[config.mk]
export PLATFORM = sky130hd
export DESIGN_NAME = score_ctrl
export DESIGN_NICKNAME = d
export VERILOG_FILES = /design/src/rtl/score_ctrl.sv
export SDC_FILE = /design/constraint.sdc
export NUM_CORES = 1
export LEC_CHECK = 0
export BUFFER_PORTS_ARGS = -buffer_cell sky130_fd_sc_hd__buf_2
export CORE_MARGIN = 4
export CORE_UTILIZATION = 45
export CTS_CLUSTER_SIZE = 24
export DETAILED_ROUTE_END_ITERATION = 10
export GPL_TIMING_DRIVEN = 0
export HOLD_SLACK_MARGIN = 0.08
export PLACE_DENSITY = 0.65
export SYNTH_ARGS = -nofsm -noshare
export SYNTH_HDL_FRONTEND = slang
export SYNTH_SLANG_ARGS = --single-unit
[constraint.sdc]
create_clock -name CLOCK_50 -period 3.51 [get_ports CLOCK_50]
set_clock_uncertainty 0.15 [all_clocks]
set_input_delay 0.351 -clock CLOCK_50 [delete_from_list [all_inputs] [get_ports CLOCK_50]]
set_output_delay 0.351 -clock CLOCK_50 [all_outputs]
set_load 0.01 [all_outputs]
[src/rtl/score_ctrl.sv]
// score_ctrl: round/score sequencer between the ball miss detector and the ball motion stage.
// Turns miss levels into single scoring events and runs serve -> play -> point -> over.
module score_ctrl #(
  parameter logic [3:0] WIN_SCORE   = 4'd5,
  parameter logic [7:0] PAUSE_TICKS = 8'd3,
  parameter logic [7:0] SERVE_TICKS = 8'd2
) (
  input  logic       CLOCK_50,
  input  logic       Reset,
  input  logic       tick,
  input  logic       start,
  input  logic       miss1,
  input  logic       miss2,
  output logic [3:0] score1,
  output logic [3:0] score2,
  output logic [2:0] state,
  output logic       play_en,
  output logic       ball_reset,
  output logic       serve_dir,
  output logic       game_over,
  output logic [1:0] winner
);

  typedef enum logic [2:0] {
    S_IDLE  = 3'd0,
    S_SERVE = 3'd1,
    S_PLAY  = 3'd2,
    S_POINT = 3'd3,
    S_OVER  = 3'd4
  } state_e;

  // Last tick index of each timed phase; a zero count behaves as one tick.
  localparam logic [7:0] SERVE_LAST = (SERVE_TICKS == 8'd0) ? 8'd0 : 8'(SERVE_TICKS - 8'd1);
  localparam logic [7:0] PAUSE_LAST = (PAUSE_TICKS == 8'd0) ? 8'd0 : 8'(PAUSE_TICKS - 8'd1);

  state_e      state_q, state_d;
  logic [3:0]  score1_q, score1_d;
  logic [3:0]  score2_q, score2_d;
  logic [7:0]  cnt_q, cnt_d;
  logic        miss1_q, miss2_q;
  logic        serve_dir_q, serve_dir_d;
  logic [1:0]  winner_q, winner_d;
  logic        play_en_q, play_en_d;
  logic        ball_reset_q, ball_reset_d;
  logic        game_over_q, game_over_d;
  logic        ev1, ev2;

  always_comb begin
    ev1          = miss1 & ~miss1_q;
    ev2          = miss2 & ~miss2_q;
    state_d      = state_q;
    score1_d     = score1_q;
    score2_d     = score2_q;
    cnt_d        = cnt_q;
    serve_dir_d  = serve_dir_q;
    winner_d     = winner_q;

    case (state_q)
      S_IDLE: begin
        if (start) begin
          state_d = S_SERVE;
          cnt_d   = 8'd0;
        end
      end
      S_SERVE: begin
        if (tick) begin
          if (cnt_q == SERVE_LAST) begin
            state_d = S_PLAY;
            cnt_d   = 8'd0;
          end else begin
            cnt_d = 8'(cnt_q + 8'd1);
          end
        end
      end
      S_PLAY: begin
        // Simultaneous misses on both sides are treated as no event.
        if (ev1 ^ ev2) begin
          if (ev1) begin
            score2_d    = 4'(score2_q + 4'd1);
            serve_dir_d = 1'b0;
          end else begin
            score1_d    = 4'(score1_q + 4'd1);
            serve_dir_d = 1'b1;
          end
          if ((score1_d == WIN_SCORE) || (score2_d == WIN_SCORE)) begin
            state_d  = S_OVER;
            winner_d = ev1 ? 2'b10 : 2'b01;
          end else begin
            state_d = S_POINT;
            cnt_d   = 8'd0;
          end
        end
      end
      S_POINT: begin
        if (tick) begin
          if (cnt_q == PAUSE_LAST) begin
            state_d = S_SERVE;
            cnt_d   = 8'd0;
          end else begin
            cnt_d = 8'(cnt_q + 8'd1);
          end
        end
      end
      S_OVER: begin
        if (start) begin
          state_d  = S_SERVE;
          score1_d = 4'd0;
          score2_d = 4'd0;
          winner_d = 2'b00;
          cnt_d    = 8'd0;
        end
      end
      default: state_d = S_IDLE;
    endcase

    // Output flags follow the next state so they line up with the registered state.
    play_en_d    = (state_d == S_PLAY);
    ball_reset_d = (state_d == S_IDLE) || (state_d == S_SERVE) || (state_d == S_OVER);
    game_over_d  = (state_d == S_OVER);
  end

  always_ff @(posedge CLOCK_50) begin
    if (Reset) begin
      state_q      <= S_IDLE;
      score1_q     <= 4'd0;
      score2_q     <= 4'd0;
      cnt_q        <= 8'd0;
      miss1_q      <= 1'b0;
      miss2_q      <= 1'b0;
      serve_dir_q  <= 1'b1;
      winner_q     <= 2'b00;
      play_en_q    <= 1'b0;
      ball_reset_q <= 1'b1;
      game_over_q  <= 1'b0;
    end else begin
      state_q      <= state_d;
      score1_q     <= score1_d;
      score2_q     <= score2_d;
      cnt_q        <= cnt_d;
      miss1_q      <= miss1;
      miss2_q      <= miss2;
      serve_dir_q  <= serve_dir_d;
      winner_q     <= winner_d;
      play_en_q    <= play_en_d;
      ball_reset_q <= ball_reset_d;
      game_over_q  <= game_over_d;
    end
  end

  assign state      = state_q;
  assign score1     = score1_q;
  assign score2     = score2_q;
  assign play_en    = play_en_q;
  assign ball_reset = ball_reset_q;
  assign serve_dir  = serve_dir_q;
  assign game_over  = game_over_q;
  assign winner     = winner_q;

endmodule

# After elaboration in Yosys (flattened, before gate mapping)
# Cells that the tools add are included.
[totals]
ff_bits = 27
latch_bits = 0
ram_bits = 0
romBits = 0
inputBits = 6
out_inout_bits = 17
wordCells = 82
mem_count = 0
[op_classes]
n_addsub = 3
mul = 0
div_mod_pow = 0
n_lt_le_gt_ge = 0
eq_ne = 18
shifts = 0
n_mux = 33
bitwise = 5
n_reduce_logical = 12
[op_table]
columns = ["operator", "count"]
rows = [
  ["two-way mux 8 bit", 7],
  ["two-way mux 4 bit", 9],
  ["one-hot mux 8 bit (4 select lines)", 1],
  ["two-way mux 3 bit", 7],
  ["one-hot mux 4 bit (2 select lines)", 2],
  ["inequality test 2 bit, second input constant", 6],
  ["one-hot mux 3 bit (4 select lines)", 1],
  ["== test 3 x 2 -> 1 bit, second input constant", 3],
  ["adder 4 x 1 -> 4 bit, second input constant", 2],
  ["adder 8 x 1 -> 8 bit, second input constant", 1],
  ["== test 4 x 3 -> 1 bit, second input constant", 2],
  ["== test 8 x 1 -> 1 bit, second input constant", 1],
  ["== test 8 x 2 -> 1 bit, second input constant", 1],
  ["two-way mux 2 bit", 4],
  ["== test 3 x 1 -> 1 bit, second input constant", 2],
  ["== test 3 bit, second input constant", 2],
  ["logical NOT 3 bit", 2],
  ["AND reduction 6 bit", 1],
  ["one-hot mux 2 bit (2 select lines)", 1],
  ["AND reduction 4 bit", 1],
  ["nonzero test 4 bit", 1],
  ["logical OR 1 bit", 3],
  ["AND reduction 3 bit", 1],
  ["AND 1 bit", 2],
  ["7 further kinds", 8],
]

# Logic depth before layout (Yosys ltp)
# Gate-level depths: netlist of run 1.
[logic_depth]
ltp_word = 13
mapped_depth = 8
mapped_depth_nobuf = 7

# Least setup slack after synthesis of run 1
# OpenSTA, ideal clock, no wires.
[synth_path]
path_kind = "reg-to-reg"
start = "register state_q[1] (netlist: state[1])"
end = "register cnt_q[6]"
setup_ns = 0.057
arrival_time_ns = 2.073
t_required_ns = 3.303
slack_ns = 1.230
path_stages_with_launch = 8
path_buffers = 1
period_less_slack_ns = 2.280
cell_sequence = "dfxtp_1 nor2b_1 mux2_4 a31o_1 or3_1 buf_2 nor4_1 a21o_1"
[synth_between]
elab_chain_len = 4
word_cells_on_any_way = 14
cone_classes = "9 x eq/ne; 1 x mux; 4 x reduce/logical"
[synth_lines]
columns = ["item", "line", "text"]
rows = [
  ["start: declaration", "36", "state_e state_q, state_d;"],
  ["start signal: assignment", "136", "state_q <= state_d;"],
  ["== test 3 bit or logical NOT 3 bit (tied branches)", "58", "case (state_q)"],
  ["OR reduction 2 bit (no source line)", "--", ""],
  ["inequality test 2 x 1 -> 1 bit (no source line) or nonzero test 4 bit (tied branches)", "--", ""],
  ["AND reduction 6 bit (no source line)", "--", ""],
  ["end signal: assignment", "139", "cnt_q <= cnt_d;"],
  ["end: declaration", "39", "logic [7:0] cnt_q, cnt_d;"],
]
# Parallel ways exist; a longest one is shown, timed or not.
# A chain may end at the register's enable or synchronous reset.

# Worst setup path after layout of run 1
[layout_path]
start = "register state_q[1] (netlist: state[1])"
end = "register cnt_q[7]"
# The elaborated chain is that of the path after synthesis.

==> results of run 1 <==
[worst max-delay path by stage]
stage / startpoint / to / slack (ns) / cells past startpoint
4_1_cts: state[1] / cnt_q[7] / 1.02 / 7
5_1_grt: state[1] / cnt_q[7] / 0.78 / 7
2_1_floorplan: state[1] / cnt_q[6] / 1.23 / 7
3_5_place_dp: miss1 / cnt_q[2] / 0.97 / 8
3_3_place_gp: miss1 / cnt_q[2] / 1.03 / 8
6_report: state[1] / cnt_q[7] / 1.01 / 7
[layout make-up]
class                           instances  share of cell area, %
Timing Repair Buffer                   22                   6.68
Buffer                                  8                   1.89
Clock buffer                            3                   1.31
Sequential cell                        27                   31.4
Tap cell                               44                   3.20
Clock inverter                          1                  0.436
Multi-Input combinational cell        141                   54.0
Inverter                                5                   1.09
[state kept, by name (all words and copies together) (netlist names)]
name,count
cnt_q,8
score1,4
score2,4
state,3
winner,2
ball_reset,1
game_over,1
miss1_q,1
miss2_q,1
play_en,1
serve_dir,1
[metal layers]
metal / vias to the layer above / wire length [um]
met3: 4 / 261
met2: 50 / 1590
met4: 0 / 29
li1: 726 / -
met1: 671 / 1640
met5: - / 0
[report_power, final]
| group | internal (mW) | total [mW] | switching [mW] |
|---|---|---|---|
| Combinational | 0.0284 | 0.0722 | 0.0438 |
| Clock | 0.0436 | 0.139 | 0.0957 |
| Sequential | 0.311 | 0.314 | 0.00333 |
[cell families (layout without fill, tap and decap cells)]
logic type	after synthesis	count (layout)
mux	1	1
compound gates	58	58
xor+xnor	3	3
fa+ha+maj	5	5
buf+inv	13	39
flops	27	27
simple gates	74	74
[cell usage in the layout, fill, tap and decap left out, drive strengths merged, types with 2 or more instances in the layout]
cell	netlist	layout
or3	3	3
dfxtp	27	27
buf	2	23
o21a	2	2
inv	5	5
a22oi	2	2
a32oi	2	2
nor4	6	6
clkbuf	6	9
o31ai	2	2
or2	5	5
nand3	7	7
nand3b	2	2
o211ai	2	2
nor2b	6	6
xnor2	2	2
nor3b	2	2
and3	4	4
nor4b	5	5
nor2	12	12
o21ai	9	9
nand2	10	10
a31oi	6	6
a21oi	18	18
a21boi	2	2
nor3	5	5
nand2b	6	6
a31o	3	3
ha	5	5
a21o	6	6
[metrics by stage]
stage	worst slack, ns	hold slack (ns)	power, mW	cells
4_1_cts	1.02	0.140	0.531	251
3_5_place_dp	0.975	0.307	0.391	246
6_report	1.01	0.148	0.525	251
5_1_grt	0.782	0.152	0.553	251
3_3_place_gp	1.03	0.304	0.389	246
2_1_floorplan	1.23	0.300	0.373	181
==> summary by stage, run 1 <==
Setup path
On the worst path, the slowest cell contributes a delay of 0.46 ns. The worst-path maximum fanout is 8. The number of buffer and inverter stages on the critical path is 1. Counting cells, the worst reg-to-reg path comes to 7.

The cell family with the largest share of critical-path delay is simple AND/OR/NAND/NOR gates. The worst setup path is captured at a register. The setup path with the least slack is of type reg -> reg. STA puts the critical path data arrival time at about 2.6 ns. The critical path goes through nor2b_1, mux2_4, a31o_1, or3_1, buf_2, nor4_1, a21o_1. The worst flop-to-flop path startpoint is state[1]. The required time of the critical path is around 3.6 ns. The startpoint type of the worst setup path is a register. The slowest cell on the critical path is sky130_fd_sc_hd__dfxtp_1. The flop-to-flop setup slack is roughly 1 ns. In this run the critical register-to-register path is captured at cnt_q[7].

Synth
The adder-cell share of the synthesized area is 4.11%. After synthesis, the largest family of logic cells by area is simple AND/OR/NAND/NOR gates. The instance count of the mapped netlist is ~180.

After synthesis, the cell types taking the most area are sky130_fd_sc_hd__dfxtp_1 35%, sky130_fd_sc_hd__a21oi_1 5.9%, sky130_fd_sc_hd__ha_1 4.1%. In the synthesized netlist the dominant register cell turns out to be sky130_fd_sc_hd__dfxtp_1. The post-synthesis compound-gate area fraction is 24.7%.

In this run, synthesis produced a sequential element count of 27. The post-synthesis cell area is ~1500 um^2. The synthesized netlist devotes approximately 1.7% of its cell area to XOR and XNOR gates. The count of flip-flops with a built-in enable after synthesis is 0.

After synthesis, flip-flops and latches occupy a little over a third of the total area. The mux contribution to synthesized area is less than 1%. Of all flip-flops after synthesis, the portion carrying an async set or reset was 0%. The number of different library cells used by synthesis comes to 44. The share of synthesized area in the top cell type comes to 35.5%. Yosys printed 0 warnings. In the post-synthesis netlist, the cell with the most instances is sky130_fd_sc_hd__dfxtp_1. In the synthesized netlist, the cells that appear most often are 27 x sky130_fd_sc_hd__dfxtp_1, 18 x sky130_fd_sc_hd__a21oi_1, 12 x sky130_fd_sc_hd__nor2_1. The post-synthesis share of cell area spent on and, or, nand and nor gates is slightly below 30%. After synthesis, the mean cell area works out to ~8.4 um^2. The post-synthesis cell type with the largest combined area is sky130_fd_sc_hd__dfxtp_1. When the netlist entered floorplanning its net count stood at about 190.

Global routing
In the global route stage, overall resource usage came out at 17.8%. The met3 usage in global routing is 2.04%. The busiest layer in global routing is met2. The first-pass GRT wire length is between 6 and 7 mm. The initial antenna violation count is 0.

The aggregate global routing overflow is 0. The pin count of the biggest net entering global routing is 17. For met2 alone, demand over resource in global routing was between 20% and 30%.

The met1 track demand over resource in global routing is roughly 25%. The number of global-route vias before repair is approximately 1,300.

Clock tree
CTS built an H-tree with a depth of 1. In this run the clock root is driven by a sky130_fd_sc_hd__clkbuf_4. Counting the buffers created by CTS gives 3. For the worst-skew pair, the clock arrives at the later sink with an insertion delay of approximately 0.33 ns. Counting along the longest clock path gives a buffer depth of 2. The clock sink count is 27. Buffers inserted to repair hold after CTS numbered 1. TritonCTS built the clock tree. The post-cts resize count is 0. After clock tree synthesis, the clock-pin slew on the worst setup and hold paths is roughly 0.16 ns.

The buffers inserted during post-CTS setup optimization is 0.

STA
The count of endpoints failing hold in the final timing report was 0. The top achievable clock speed is between 0.4 and 0.5 GHz. The worst path uses a little under three quarters of the clock period. The final period demand of the worst path is 2.50 ns. The number of setup violations in the final report is 0.

The transition at the pin with the smallest max-transition slack is 0.733 ns. Headroom to the max-slew limit came out at 50.8%. The final number of max-transition violations was 0. Setup repair after global routing left no endpoint under its margin.

The final sum of negative setup slack is 0 ns.

Final layout
The filler cells instantiated in the layout total a little over 300. From synthesis to final layout, the design area changed by 13.1%. The ratio of cells with drive above 1 in the final layout is between 10% and 20%.

In the final layout, flip-flops and latches occupy approximately 540 um^2. The area taken by multi-input logic gates is just over 900 um^2. For this run, the share of the core covered by cells in the final layout is 54.6%. The area of all placed cells without fillers is 1720 um^2. The count of nets after finishing is 219. 0 antenna diodes ended up in the layout.

Die
The floorplan step defined a die boundary enclosing around 4400 um^2. The initial core utilization is between 40% and 50%. 23 I/O pins were placed. The die is 66.2 um tall. The core box area is 3150 um^2.

The die is approximately 66 um wide. The number of placement rows is 20.

Flow run
The tool flagged a number of max-cap violations equal to 0.

Route
The number of design rule violations left after detail routing is 0. The first-pass iteration count of the detailed router is 4. Across all layers, the routed design uses approximately 1,500 vias. The remaining antenna violation count is 0. For this block, the initial DRC count from the detailed router was between 90 and 100. After detailed routing, the number of vias per cell comes to just under 6. The final routed wirelength across all metal layers is ~3.5 mm.

After detailed routing, the average wire length per cell comes to 14.0 um.

Power and ir drop
The worst-case IR drop observed on VDD is around 0.15 mV. The reported leakage power is slightly above 0.7 nW. Power spread over the standard cell area amounts to slightly above 300 nW/um^2.

Min path
In this run the worst hold path is classified as in -> reg. The worst min-delay path startpoint is miss1. The worst hold path terminates at miss1_q. The number of cells on the worst hold path is 2.

Place
Buffers placed on the I/O ports in this run total 21. The total cell area at the placement stage is between 1500 and 2000 um^2. The routability-driven placement congestion ratio is ~0.9. The detailed placer's ending HPWL is approximately 2.6 mm.

Run status
The flow ran to the end, and the final reports show no timing, DRC or antenna violations.
Note: power is estimated with default switching activity, not from simulation.
==> inputs of run 2 (changes only) <==
--- a/config.mk
+++ b/config.mk
@@ -5,6 +5,7 @@
 export SDC_FILE = /design/constraint.sdc
 export NUM_CORES = 1
 export LEC_CHECK = 0
+export ABC_AREA = 1
 export BUFFER_PORTS_ARGS = -buffer_cell sky130_fd_sc_hd__buf_2
 export CORE_MARGIN = 4
 export CORE_UTILIZATION = 45
@@ -12,7 +13,7 @@
 export DETAILED_ROUTE_END_ITERATION = 10
 export GPL_TIMING_DRIVEN = 0
 export HOLD_SLACK_MARGIN = 0.08
-export PLACE_DENSITY = 0.65
+export PLACE_DENSITY = 0.67
 export SYNTH_ARGS = -nofsm -noshare
 export SYNTH_HDL_FRONTEND = slang
 export SYNTH_SLANG_ARGS = --single-unit
==> constraint.sdc (replaced) <==
create_clock -name CLOCK_50 -period 2.1 [get_ports CLOCK_50]
set_clock_uncertainty 0.15 [all_clocks]
set_input_delay 0.21 -clock CLOCK_50 [delete_from_list [all_inputs] [get_ports CLOCK_50]]
set_output_delay 0.21 -clock CLOCK_50 [all_outputs]
set_load 0.01 [all_outputs]
==> run 2 against run 1 <==
Non-clock buffer count is 3 higher. Flip-flop and latch count unchanged. Die area rose by 8.0%. Cell area up 14%. Routed wire length down 1.7%. Synthesized area up 9.1%. Core utilization increased by 2.5 points. First-iteration DRC count decreased by 18%. Cell count up 32%. Global-route usage decreased by 2.1 points. Critical path depth rose by 4. Combinational power grew to 5.4 times the previous value. Largest power group unchanged.
==> summary by stage, run 2 <==
Place
The routability-driven placement congestion ratio is 0.790 (-12%). The count of port buffers added during placement came to 21 (unchanged). The detailed placer's ending HPWL was 2.57 mm (-2.1%).

STA
The top achievable clock speed is ~0.5 GHz. The final critical-path share of the clock period is between 90% and 100%. The final number of max-transition violations is 0 (unchanged). The transition at the pin with the smallest max-transition slack is 0.519 ns (-0.214 ns). The remaining max-slew budget at the tightest pin was 65.4% (+15 points). The count of endpoints failing hold in the final timing report is 0 (unchanged).

The number of setup violations in the final report is 0 (unchanged). The final period demand of the worst path is between 1.5 and 2 ns. The hold slack is 0.173 ns (+0.0247 ns).

Setup path
STA classifies the critical path endpoint as a register. The worst-path maximum fanout is 10 (+2). In this run the critical register-to-register path is launched from score1[0]. The flop-to-flop setup slack came to 0.15 ns (-0.86 ns). The critical path is of the in -> reg type. STA classifies the critical path startpoint as a primary input. The count of cells along the worst register-to-register path came to 13 (+6). The arrival time reported for the critical path endpoint is 1.98 ns (-0.65 ns). The endpoint of the worst-slack reg-to-reg timing path is winner[1]. The required time of the critical path is 2.11 ns (-1.53 ns).

Clock tree
The largest buffer count on any clock path is 2 (unchanged). The cell sitting at the root of the clock tree is a sky130_fd_sc_hd__clkbuf_8. The clock sink count came to 27 (unchanged). The insertion delay to the later sink of the worst-skew pair is 0.28 ns (-0.05 ns).

The number of buffers created by CTS came to 3 (unchanged). The H-tree depth is 1 (unchanged). The CTS clock-pin slew for the worst setup and hold paths is 0.09 ns (-0.07 ns). The CTS tree is yes.

Route
The starting DRC count in detailed routing is 75 (-18%). The number of design rule violations left after detail routing was 0 (unchanged). The final routed wirelength across all metal layers is 3.46 mm (-1.7%). The average vias per placed instance is 4.72 (-18%). The number of vias after detailed routing is 1,562 (+7.6%). The first-pass iteration count of the detailed router came to 4 (unchanged). The remaining antenna violation count is 0 (unchanged).

The per-cell routed wire length is 10.5 um (-25%).

Synth
The post-synthesis cell area was 1660 um^2 (+9.1%). The share of the yosys chip area belonging to registers came to 32.5% (-3.0 points). The most common flop cell mapped by yosys is sky130_fd_sc_hd__dfxtp_1. The instance count of the mapped netlist came to 252 (+39%). The count of unique library cells instantiated by Yosys is 29 (-34%). The number of synthesis warnings is 0 (unchanged).

The mean cell area of the mapped netlist was 6.59 um^2 (-22%). The area share of the leading cell type in the synthesized netlist is 32.5% (-3.0 points). The proportion of synthesized flip-flops having asynchronous set or reset is 0% (unchanged).

The count of flip-flops with a built-in enable after synthesis is 0 (unchanged). The post-synthesis cell type with the largest combined area is sky130_fd_sc_hd__dfxtp_1. The most frequent cell after synthesis is sky130_fd_sc_hd__nand2_1.

The synthesized net count is 263 (+37%). The flop and latch count out of synthesis is 27 (unchanged). After synthesis, the most frequently instantiated cells are 57 x sky130_fd_sc_hd__nand2_1, 41 x sky130_fd_sc_hd__nor2_1, 36 x sky130_fd_sc_hd__inv_1. After synthesis, the cell types taking the most area are sky130_fd_sc_hd__dfxtp_1 33%, sky130_fd_sc_hd__nand2_1 13%, sky130_fd_sc_hd__nor2_1 9.3%.

Final layout
The largest register by flop count is cnt_q. In the layout the commonest cells are 57 x sky130_fd_sc_hd__nand2_1, 41 x sky130_fd_sc_hd__nor2_1, 36 x sky130_fd_sc_hd__inv_1, 27 x sky130_fd_sc_hd__dfxtp_1, 20 x sky130_fd_sc_hd__buf_2. The ratio of cells with drive above 1 in the final layout was 20.0% (+1.2 points).

The synthesis-to-layout area growth is 18.3%. The diode insertion count for antenna repair is 0 (unchanged). The count of nets after finishing came to 297 (+36%).

The most common library cell in the layout ignoring fill and taps is sky130_fd_sc_hd__nand2_1. The core occupancy in the finished layout is 57.1% (+2.5 points). The number of flip-flops under the largest register name came to 8 (unchanged).

Min path
The path with the worst hold slack has its endpoint at cnt_q[4]. The classification of the worst-slack hold path is in -> reg. The startpoint identified for the worst hold timing path is Reset. The number of cells on the worst hold path came to 2 (unchanged).

Global routing
The initial antenna violation count is 0 (unchanged). The global router's overall resource usage is 15.7% (-2.1 points). The first-pass GRT wire length was 5.55 mm (-10%). The aggregate global routing overflow is 0 (unchanged).

The number of global-route vias before repair is 1,270 (-4.8%). The pin count of the biggest net entering global routing is 15 (-2).

Power and ir drop
The total power density per cell area is 654 nW/um^2 (+110%). The peak ir drop on the vdd network is 0.276 mV (+89%). The reported leakage power is 0.938 nW (+33%).

Die
The number of placement rows is 21 (+5.0%). The initial core utilization is 48.3% (about the same). The full die area is 4730 um^2 (+8.0%).

The floorplan die height came to 68.8 um (+3.9%). The die boundary width was 68.8 um (+3.9%). The number of placed I/O pins is 23 (unchanged). The core box area is 3440 um^2 (+9.2%).

Flow run
The max-capacitance violation count is 0 (unchanged).

Run status
The run finished with clean final reports.
-- run 2: cell count changes in the layout (fill, tap and decap cells not counted), sizes merged, moves of 5 or more --
cell and delta:
a31oi -6, inv +37, nor4 -6, o21ai +5
buf +5, nor4b -5, nor2 +34, nand2 +54
nand2b -6, nor2b -6, a21o -6, nand3 +7
-- run 2: area by class of cell --
class | count | area [um^2]
Sequential cell | 27 | 541
Tap cell | 46 | 57.6
Buffer | 4 | 22.5
Fill cell | 352 | 1480
Multi-Input combinational cell | 179 | 970
Inverter | 42 | 158
Clock buffer | 4 | 45.0
Timing Repair Buffer | 29 | 173
-- run 2: worst max-delay path by stage --
| stage | startpoint | to | slack [ns] | depth (start not counted) |
|---|---|---|---|---|
| finish | miss1 | score1[0] | 0.13 | 11 |
| detailed placement | score1[0] | winner[1] | 0.19 | 13 |
| CTS | miss1 | cnt_q[4] | 0.07 | 10 |
| global placement | score1[0] | winner[1] | 0.21 | 13 |
| global route | miss1 | cnt_q[4] | -0.006 | 14 |
| floorplan | score1[1] | winner[0] | 0.35 | 13 |
-- run 2: cell families (layout without fill, tap and decap cells) --
logic type      Yosys count  in the layout  share of synthesized area, %
xor+xnor                  3              3                          1.58
buf+inv                  46             79                          10.8
simple gates            132            132                          36.1
flops                    27             27                          32.5
compound gates           39             39                          15.1
fa+ha+maj                 5              5                          3.77
-- run 2: what timing repair did --
| item | in CTS | in global routing |
|---|---|---|
| gates resized for setup | 0 | 6 |
| endpoints found under the setup margin | 0 | 14 |
| hold endpoints to repair | 2 | 0 |
| hold buffers | 2 | 0 |
| setup buffers | 0 | 6 |
-- run 2: metal layers --
metal  part of all wire [%]  GRT usage (%)  wire length (um)
met1                     53           22.0              1850
met5                      0              0                 0
met3                    3.0           2.43               104
met2                     42           23.7              1450
met4                    1.6           6.57                57
-- run 2: worst max-delay path: stages --
cell and delay (ns):
sky130_fd_sc_hd__dlygate4sd3_1 0.53, sky130_fd_sc_hd__buf_4 0.14, sky130_fd_sc_hd__inv_2 0.05, sky130_fd_sc_hd__nor2_4 0.17, sky130_fd_sc_hd__xnor2_1 0.18, sky130_fd_sc_hd__nor2_2 0.10, sky130_fd_sc_hd__nor2_4 0.17, sky130_fd_sc_hd__nand2_4 0.07
sky130_fd_sc_hd__buf_6 0.14, sky130_fd_sc_hd__a21oi_1 0.16, sky130_fd_sc_hd__a211oi_2 0.05
-- run 2: where the power goes --
part           internal [mW]  switching (mW)  total [mW]
logic                  0.156           0.234       0.390
clock network          0.136           0.167       0.304
registers              0.551          0.0417       0.593
-- run 2: metrics by stage --
| stage | total power, mW | setup WS (ns) | setup TNS (ns) | instance area, um^2 | std cells |
|---|---|---|---|---|---|
| 5_1_grt | 1.37 | -0.00616 | -0.0105 | 1970 | 331 |
| 3_5_place_dp | 0.956 | 0.186 | 0 | 1820 | 319 |
| 4_1_cts | 1.26 | 0.0689 | 0 | 1890 | 325 |
| 6_report | 1.29 | 0.131 | 0 | 1970 | 331 |
| 3_3_place_gp | 0.954 | 0.210 | 0 | 1820 | 319 |
| 2_1_floorplan | 0.871 | 0.352 | 0 | 1660 | 252 |
